--- src/rtl/display_pkg.sv ---
// Shared definitions for the display source selector.
// Contents: default pixel width, zero colour, FSM state encoding,
// blank counter width and the select-width helper.
package display_pkg;

  localparam int unsigned RGB_W       = 12;
  localparam int unsigned STATE_W     = 2;
  localparam int unsigned BLANK_CNT_W = 4;

  localparam logic [RGB_W-1:0] RGB_ZERO = '0;

  // Selector FSM states
  localparam logic [STATE_W-1:0] ST_SHOW  = 2'd0;
  localparam logic [STATE_W-1:0] ST_PEND  = 2'd1;
  localparam logic [STATE_W-1:0] ST_BLANK = 2'd2;

  // Index width for n sources; never below one bit so a 2-source build still has a select line
  function automatic int unsigned sel_width(input int unsigned n);
    return (n <= 2) ? 1 : $clog2(n);
  endfunction

endpackage

--- src/rtl/src_prio_enc.sv ---
// Lowest-index priority encoder over the per-source active flags.
// Ports:
//   req   : one flag per source
//   idx   : index of the lowest set flag (0 when none)
//   valid : at least one flag set
module src_prio_enc #(
  parameter int unsigned N = 4,
  parameter int unsigned W = 2
) (
  input  logic [N-1:0] req,
  output logic [W-1:0] idx,
  output logic         valid
);

  // Scan from the top down so the lowest set index wins
  always_comb begin
    idx   = '0;
    valid = 1'b0;
    for (int i = int'(N) - 1; i >= 0; i--) begin
      if (req[i]) begin
        idx   = W'(i);
        valid = 1'b1;
      end
    end
  end

endmodule

--- src/rtl/display_source_mux.sv ---
// Video-source selector feeding the VGA output. Chooses one of NUM_SRC
// RGB streams (manual or auto from active flags) and commits a change only
// at a frame boundary, optionally inserting whole black frames.
// Ports:
//   vga_clk, rst : pixel clock, asynchronous active-high reset
//   src_rgb      : packed sources, source i at [i*RGB_W +: RGB_W]
//   src_active   : per-source running flags (auto mode)
//   auto_en      : 1 = auto select, 0 = manual_sel
//   manual_sel   : requested source in manual mode
//   hsync_de     : horizontal display enable
//   vsync_de     : vertical display enable
//   rgb_out      : selected pixel, PIPE cycles after its inputs
//   cur_sel      : committed source
//   switching    : switch pending or blanking in progress
module display_source_mux
  import display_pkg::*;
#(
  parameter int unsigned NUM_SRC      = 4,
  parameter int unsigned RGB_W        = display_pkg::RGB_W,
  parameter int unsigned DEFAULT_SRC  = 0,
  parameter int unsigned BLANK_FRAMES = 1,
  parameter int unsigned PIPE         = 1,
  localparam int unsigned SEL_W       = sel_width(NUM_SRC)
) (
  input  logic                       vga_clk,
  input  logic                       rst,
  input  logic [NUM_SRC*RGB_W-1:0]   src_rgb,
  input  logic [NUM_SRC-1:0]         src_active,
  input  logic                       auto_en,
  input  logic [SEL_W-1:0]           manual_sel,
  input  logic                       hsync_de,
  input  logic                       vsync_de,
  output logic [RGB_W-1:0]           rgb_out,
  output logic [SEL_W-1:0]           cur_sel,
  output logic                       switching
);

  localparam logic [SEL_W-1:0]       DEF_SEL    = SEL_W'(DEFAULT_SRC);
  localparam logic [BLANK_CNT_W-1:0] BLANK_INIT = BLANK_CNT_W'(BLANK_FRAMES);

  logic [STATE_W-1:0]     state_q, state_nx;
  logic [BLANK_CNT_W-1:0] blank_cnt_q, blank_cnt_nx;
  logic [SEL_W-1:0]       sel_nx;
  logic                   switching_nx;
  logic                   vs_prev;
  logic                   fb_c;
  logic [SEL_W-1:0]       auto_idx_c;
  logic                   auto_valid_c;
  logic [SEL_W-1:0]       req_c;
  logic [RGB_W-1:0]       sel_pix_c;
  logic [RGB_W-1:0]       pix_c;
  logic [RGB_W-1:0]       pipe_q [PIPE];

  src_prio_enc #(
    .N (NUM_SRC),
    .W (SEL_W)
  ) u_prio (
    .req   (src_active),
    .idx   (auto_idx_c),
    .valid (auto_valid_c)
  );

  // Requested source; out-of-range manual picks and an idle auto set fall back to the default
  always_comb begin
    req_c = DEF_SEL;
    if (auto_en) begin
      if (auto_valid_c) req_c = auto_idx_c;
    end else if (32'(manual_sel) < NUM_SRC) begin
      req_c = manual_sel;
    end
  end

  // Frame boundary: falling edge of vertical display enable
  always_ff @(posedge vga_clk or posedge rst) begin
    if (rst) vs_prev <= 1'b0;
    else     vs_prev <= vsync_de;
  end

  assign fb_c = vs_prev & ~vsync_de;

  // State, committed select, blank counter and busy flag
  always_ff @(posedge vga_clk or posedge rst) begin
    if (rst) begin
      state_q     <= ST_SHOW;
      cur_sel     <= DEF_SEL;
      blank_cnt_q <= '0;
      switching   <= 1'b0;
    end else begin
      state_q     <= state_nx;
      cur_sel     <= sel_nx;
      blank_cnt_q <= blank_cnt_nx;
      switching   <= switching_nx;
    end
  end

  // Next-state logic; a request seen on the boundary cycle is the one committed
  always_comb begin
    state_nx     = state_q;
    sel_nx       = cur_sel;
    blank_cnt_nx = blank_cnt_q;
    case (state_q)
      ST_SHOW: begin
        if (req_c != cur_sel) state_nx = ST_PEND;
      end
      ST_PEND: begin
        if (req_c == cur_sel) begin
          state_nx = ST_SHOW;
        end else if (fb_c) begin
          sel_nx       = req_c;
          blank_cnt_nx = BLANK_INIT;
          state_nx     = (BLANK_FRAMES == 0) ? ST_SHOW : ST_BLANK;
        end
      end
      ST_BLANK: begin
        if (fb_c) begin
          if (req_c != cur_sel) begin
            // Retarget while black: commit new source and restart the blank period
            sel_nx       = req_c;
            blank_cnt_nx = BLANK_INIT;
          end else if (blank_cnt_q <= BLANK_CNT_W'(1)) begin
            blank_cnt_nx = '0;
            state_nx     = ST_SHOW;
          end else begin
            blank_cnt_nx = blank_cnt_q - BLANK_CNT_W'(1);
          end
        end
      end
      default: state_nx = ST_SHOW;
    endcase
    switching_nx = (state_nx != ST_SHOW);
  end

  // Pixel select; pending switches keep showing the old source
  assign sel_pix_c = src_rgb[32'(cur_sel)*RGB_W +: RGB_W];
  assign pix_c = (hsync_de && vsync_de && (state_q != ST_BLANK)) ? sel_pix_c : RGB_W'(RGB_ZERO);

  // Output delay line
  always_ff @(posedge vga_clk or posedge rst) begin
    if (rst) begin
      for (int i = 0; i < int'(PIPE); i++) pipe_q[i] <= '0;
    end else begin
      pipe_q[0] <= pix_c;
      for (int i = 1; i < int'(PIPE); i++) pipe_q[i] <= pipe_q[i-1];
    end
  end

  assign rgb_out = pipe_q[PIPE-1];

endmodule
--- config.mk ---
export PLATFORM = sky130hd
export DESIGN_NAME = display_source_mux
export DESIGN_NICKNAME = d
export VERILOG_FILES = /design/src/rtl/display_pkg.sv /design/src/rtl/src_prio_enc.sv /design/src/rtl/display_source_mux.sv
export SDC_FILE = /design/constraint.sdc
export NUM_CORES = 1
export LEC_CHECK = 0
export ABC_AREA = 0
export CORE_AREA = 3 3 74 55
export DETAILED_ROUTE_END_ITERATION = 16
export DIE_AREA = 0 0 77 58
export PLACE_DENSITY = 0.81
export SYNTH_ARGS = -nofsm -noshare
export SYNTH_HDL_FRONTEND = slang
export SYNTH_HIERARCHICAL = 1
export SYNTH_SLANG_ARGS = --single-unit
export TNS_END_PERCENT = 1
--- constraint.sdc ---
create_clock -name vga_clk -period 1.7 [get_ports vga_clk]
set_input_delay 0.34 -clock vga_clk [delete_from_list [all_inputs] [get_ports vga_clk]]
set_output_delay 0.34 -clock vga_clk [all_outputs]
set_load 0.02 [all_outputs]
==> results of run 1 <==
-- routing by layer --
metal,vias to the layer above,wire (µm),global-route usage
met2,41,2120,0.333
met4,0,112,0.0838
met1,612,1640,0.225
li1,577,-,-
met3,13,234,0.0590
met5,-,0,0
-- synthesized netlist by cell type (all sizes together) --
cell type / instances
a21oi: 4
nor4: 1
dfrtp: 22
a21boi: 2
and3b: 2
nand2b: 8
or4: 1
nor3: 3
a21o: 2
nor2b: 13
mux2i: 1
a211oi: 3
ha: 2
nand3: 3
o22a: 1
nand2: 3
inv: 4
buf: 2
a31oi: 2
clkbuf: 3
o21ai: 1
a22oi: 1
nor2: 8
o2bb2ai: 1
mux4: 12
nand4b: 2
o22ai: 1
-- worst paths after layout --
check                      depth (start not counted)  slack (ps)                          to
max                                                1          50                  cur_sel[0]
min                                                3         420        rgb_out[1]$_DFF_PP0_
max reg2reg                                        6          80  blank_cnt_q[3]$_DFFE_PP0P_
min reg2reg                                        1         510        state_q[0]$_DFF_PP0_
max in group asynchronous                          3        1050       rgb_out[10]$_DFF_PP0_
min in group vga_clk                               1         510        state_q[0]$_DFF_PP0_
-- per-stage QoR --
stage / hold slack (ps) / total power [W] / setup slack [ps] / area, µm² / std cells
after floorplan: 329 / 0.00160 / 33.9 / 1290 / 108
after global placement: 476 / 0.00211 / -411 / 2130 / 235
after detailed placement: 496 / 0.00216 / -491 / 2130 / 235
after CTS: 420 / 0.00267 / 2.25 / 2270 / 246
after global routing: 451 / 0.00283 / -11.5 / 2300 / 247
final: 417 / 0.00268 / 52.6 / 2300 / 247
-- final cells by class --
| class | count | share of cell area |
|---|---|---|
| multi-input cells | 77 | 0.332 |
| well taps | 50 | 0.0272 |
| flip-flops and latches | 22 | 0.239 |
| repair buffers | 90 | 0.364 |
| clock inverters | 1 | 0.0130 |
| inverters | 4 | 0.00652 |
| clock buffers | 3 | 0.0179 |
-- timing repair --
action / 4_1_cts / 5_1_grt
pin swaps: 10 / 10
gates resized for setup: 11 / 17
buffers inserted: 7 / 1
cloned: 0 / 0
endpoints found under the setup margin: 5 / 6
-- cells in the final DEF, fill, tap and decap left out, types with 2 or more instances in the layout --
master            n
a21o_1            2
a21boi_2          2
nand2b_1          5
a21oi_1           2
a211oi_1          3
a31oi_1           2
ha_1              2
nand2b_2          2
dfrtp_1          22
clkdlybuf4s50_1  67
a21oi_2           2
buf_4            17
mux4_2           12
inv_1             4
nor2_1            6
clkbuf_2          4
clkbuf_8          3
nand4b_1          2
nor2b_1          13
nand2_1           2
-- cell families (layout without fill, tap and decap cells) --
| kind of cell | after synthesis | in the layout | share of synthesized area |
|---|---|---|---|
| muxes | 13 | 13 | 0.218 |
| buffers and inverters | 9 | 98 | 0.0282 |
| DFF | 22 | 22 | 0.428 |
| AOI/OAI and AO/OA | 18 | 18 | 0.108 |
| adders and majority gates | 2 | 2 | 0.0194 |
| and+or+nand+nor | 44 | 44 | 0.199 |
-- state kept, by name, indices dropped and copies added, names as in the netlist --
| register | cells |
|---|---|
| cur_sel | 2 |
| rgb_out | 12 |
| state_q | 2 |
| switching | 1 |
| blank_cnt_q | 4 |
| vs_prev | 1 |
-- power groups by stage --
stage / sequential [W] / combinational [W] / clock [W]
3_5_place_dp: 0.000755 / 0.00140 / 0
2_1_floorplan: 0.000850 / 0.000755 / 0
3_3_place_gp: 0.000752 / 0.00136 / 0
5_1_grt: 0.000769 / 0.00155 / 0.000516
6_report: 0.000747 / 0.00145 / 0.000487
4_1_cts: 0.000747 / 0.00143 / 0.000500
==> run metrics, run 1 <==
CTS Root Cell clkbuf_8; register area share after synthesis 0.428; worst skew pair latency 260 ps; synth unique cells 29; Max stage delay on crit path 630 ps; Power Density 1160 nW/µm²; via density per instance 5.03; Mapped Area 1290 µm²; DP Wirelength 3250 µm; critical path's top delay family buffers and inverters; # IOs 74; area delta synth->final 78.9%; Post-Route WL 4110 µm; DRT Pass-1 Iters 4; maximum vdd ir drop 721 µV; clock sinks 22; Logic pwr share 0.539; Worst Setup SP cur_sel[0]$_DFFE_PP0P_; Clock transition at path regs 80 ps; diode count 0; syn_area_per_cell 11.9 µm²; switch share 0.332; # fillers 265; Mapped Nets 169; Critical Path, Cell by Cell clkdlybuf4s50_1; DR vias 1,243; Internal 0.00179 W; Critical Path RT 1360 ps; gpl congestion 0.807; first-pass GRT wire length 6580 µm; pin count of the biggest net entering global routing 23; largest fanout on the critical path 5; Die Y 58 µm; Max Clock Skew 5.14 ps; sum of negative setup slack 0 ps; H-tree Lvls 1; total die area 4470 µm²; NetSw 0.000888 W; antenna-violating nets left 0; TritonCTS buffer count 3; Worst Tran Pin Value 312 ps; CTS max path bufs 2; Starting Density 0.374; vias in the first global route 1,377; reg2reg start blank_cnt_q[0]$_DFFE_PP0P_; GRT overflow 0; initial antenna violation count 0; Total GRT Usage 0.192; Cell Rows 18; status completed; crit end category primary output; Iter 0 DRT Violations 100; Gate Count Post-Synth 108; fin util 0.668; DIE WIDTH 77 µm; Buf/Inv on CP 1; #FFs+latches synth 22; CTS tree done; CP Launch Type flop; Final nets 259; Pins Over Slew Limit 0; Hold Crit Class in -> async; Slowest-stage cell, CP clkdlybuf4s50_1; Pleak 0.970 nW; post-cts hold buffer count 0; drc violations 0; Clock power frac 0.182; Synth top area share 0.428; min cycle time layout 1650 ps; Crit Path Category reg -> out; Final setup viols 0; synth top area cells dfrtp_1, mux4_2, nor2b_1; share of layout cells above drive strength 1 0.269; Avg WL per Cell 16.6 µm; floorplan core area 3450 µm²; MaxCap Viol Count 0; port bufs 73; hold violation total from the final report 0; Sequential Power Share 0.279; footprint of the multi-input gates 764 µm²; Yosys top cell by area dfrtp_1; Register Area 551 µm²; maximum clock rate 607 MHz; WP data arrival 1310 ps; fin crit share 0.969; Max transition margin 0.791; YS warnings 6
No activity file was read; power rests on OpenSTA's default activity.
==> run 2: changes to the inputs <==
Settings changed: CORE_AREA 3 3 74 55 to 2 2 73 54, CTS_CLUSTER_DIAMETER set to 40, DIE_AREA 0 0 77 58 to 0 0 75 56.
==> run 2 against run 1 <==
Against the previous run: worst setup slack worse by 5.2 ps; register-to-register slack barely moved; via count down 1.7%; total power down 2.2%; die area decreased by 6.0%; first-iteration DRC count fell by 66%; non-clock buffer count is 4 lower; global-route usage shrank 0.21 points; count of clock-buffer cells in the layout unchanged; final cell count shrank 1.6%; largest cell class unchanged; largest power group unchanged.
==> run metrics, run 2 (synthesis gave the netlist of run 1 again) <==
met1 Use GR 0.229 (+0.00319); maximum vdd ir drop 925 µV (+28%); CTS max path bufs 2 (unchanged); status completed; gpl congestion 0.808 (+0.19%); met2 Usage GRT 0.325 (-0.00794); antenna-violating nets left 0 (unchanged); clock sinks 22 (unchanged); CP endpoint blank_cnt_q[1]$_DFFE_PP0P_; initial antenna violation count 0 (unchanged); Pleak 0.945 nW (-2.6%); Largest register FFs 12 (unchanged); Total Power 0.00262 W (-2.2%); Internal 0.00177 W (-1.4%); reg2reg start blank_cnt_q[0]$_DFFE_PP0P_; share of layout cells above drive strength 1 0.249 (-0.0203); DR vias 1,222 (-1.7%); GR Util met3 0.0453 (-0.0137); Fin Hold WS 406 ps (-11.3 ps); WP data arrival 1840 ps (+530 ps); switch share 0.326 (-0.00581); r2r endpoint blank_cnt_q[0]$_DFFE_PP0P_; Avg WL per Cell 15.4 µm (-7.6%); area delta synth->final 75.5%; Post-Route WL 3740 µm (-9.1%); port bufs 73 (unchanged); vias in the first global route 1,348 (-2.1%); DRT Pass-1 Iters 4 (unchanged); Pins Over Slew Limit 0 (unchanged); maximum clock rate 605 MHz (-0.31%); diode count 0 (unchanged); Total GRT Usage 0.190 (-0.00206); Hold Crit Class in -> async; DIE WIDTH 75 µm (-2.6%); first-pass GRT wire length 6090 µm (-7.4%); Worst Setup SP src_active[1]; Sequential Power Share 0.292 (+0.013); unrepaired setup endpoints after global routing true; Placement Setup Slack -491 ps (-0.349 ps); MaxCap Viol Count 0 (unchanged); most frequent cells in the layout clkdlybuf4s50_1, dfrtp_1, nor2b_1, buf_4, mux4_2; H-tree Lvls 1 (unchanged); fin crit share 0.972 (+0.00306); R2R depth 7 (+1); Max transition margin 0.743 (-0.0480); Cell Rows 18 (unchanged); sum of negative setup slack 0 ps (unchanged); via density per instance 5.03 (about the same); crit end category flop; min cycle time layout 1650 ps (+5.20 ps); CP Launch Type input pin; Max Clock Skew 3.16 ps (-1.98 ps); NetSw 0.000853 W (-3.9%); CTS tree done; number of placed cells counting well taps 234 (-0.43%); Die Y 56 µm (-3.4%); Clock transition at path regs 80 ps (about the same); drc violations 0 (unchanged); Worst Tran Pin Value 383 ps (+70.9 ps); most common cell after layout, fill and taps aside clkdlybuf4s50_1; pin count of the biggest net entering global routing 23 (unchanged); Logic pwr share 0.524 (-0.015); floorplan core area 3450 µm² (unchanged); fin cells 243 (-1.6%); R2R Setup Slk 90 ps (about the same); most used routing layer met2; Iter 0 DRT Violations 34 (-66%); CTS Root Cell clkbuf_8; total die area 4200 µm² (-6.0%); largest fanout on the critical path 3 (-2); worst skew pair latency 260 ps (about the same); Power Density 1160 nW/µm² (-0.33%); Final setup viols 0 (unchanged); PnR worst setup slack 47.4 ps (-5.20 ps); Crit Path Category in -> reg; GRT overflow 0 (unchanged); Starting Density 0.374 (unchanged); TritonCTS buffer count 3 (unchanged); Final nets 255 (-1.5%); post-cts hold buffer count 0 (unchanged); hold violation total from the final report 0 (unchanged); DP Wirelength 2980 µm (-8.5%); Critical Path RT 1880 ps (+520 ps); Clock power frac 0.183 (about the same); # IOs 74 (unchanged)
-- run 2: worst min path at each step --
stage	from	end	slack, ps	depth (start not counted)
floorplan	rst	blank_cnt_q[0]$_DFFE_PP0P_	330	1
global placement	state_q[1]$_DFF_PP0_	state_q[0]$_DFF_PP0_	480	1
detailed placement	state_q[1]$_DFF_PP0_	state_q[0]$_DFF_PP0_	500	1
CTS	rst	rgb_out[1]$_DFF_PP0_	410	3
global route	rst	rgb_out[5]$_DFF_PP0_	420	3
finish	rst	rgb_out[1]$_DFF_PP0_	410	3
-- run 2: per-layer routing --
metal / vias up / share of wire
li1: 568 / -
met1: 596 / 0.38
met2: 48 / 0.54
met3: 10 / 0.059
met4: 0 / 0.026
met5: - / 0
-- run 2: through the flow --
step            util  cell area (µm²)
3_3_place_gp   0.615             2120
5_1_grt        0.656             2260
2_1_floorplan      -             1290
3_5_place_dp   0.615             2120
6_report       0.656             2260
4_1_cts        0.648             2230
-- run 2: worst max-delay path: stages --
cell and delay (ps):
clkdlybuf4s15_1 220, nor3_2 210, nand3_2 120, a21boi_2 210, o22ai_2 120, or4_1 470, mux2i_1 140
-- run 2: power groups by stage --
stage / registers (W) / logic (W) / clock network [W]
4_1_cts: 0.000765 / 0.00136 / 0.000486
3_3_place_gp: 0.000765 / 0.00130 / 0
6_report: 0.000766 / 0.00137 / 0.000480
3_5_place_dp: 0.000775 / 0.00133 / 0
2_1_floorplan: 0.000850 / 0.000755 / 0
5_1_grt: 0.000788 / 0.00147 / 0.000519
-- run 2: timing repair --
item,in CTS,in global routing
cloned,0,0
pin swaps,7,9
buffers inserted,3,2
resized for setup,12,11
endpoints found under the setup margin,6,4
-- run 2: cell type report --
| type | instances | area, µm² |
|---|---|---|
| clock buffer | 3 | 41.3 |
| tap | 50 | 62.6 |
| clock inverter | 1 | 30.0 |
| timing repair buffer | 86 | 817 |
| inverter | 4 | 15.0 |
| sequential | 22 | 551 |
| fill | 259 | 1190 |
| multi-input combinational | 77 | 743 |
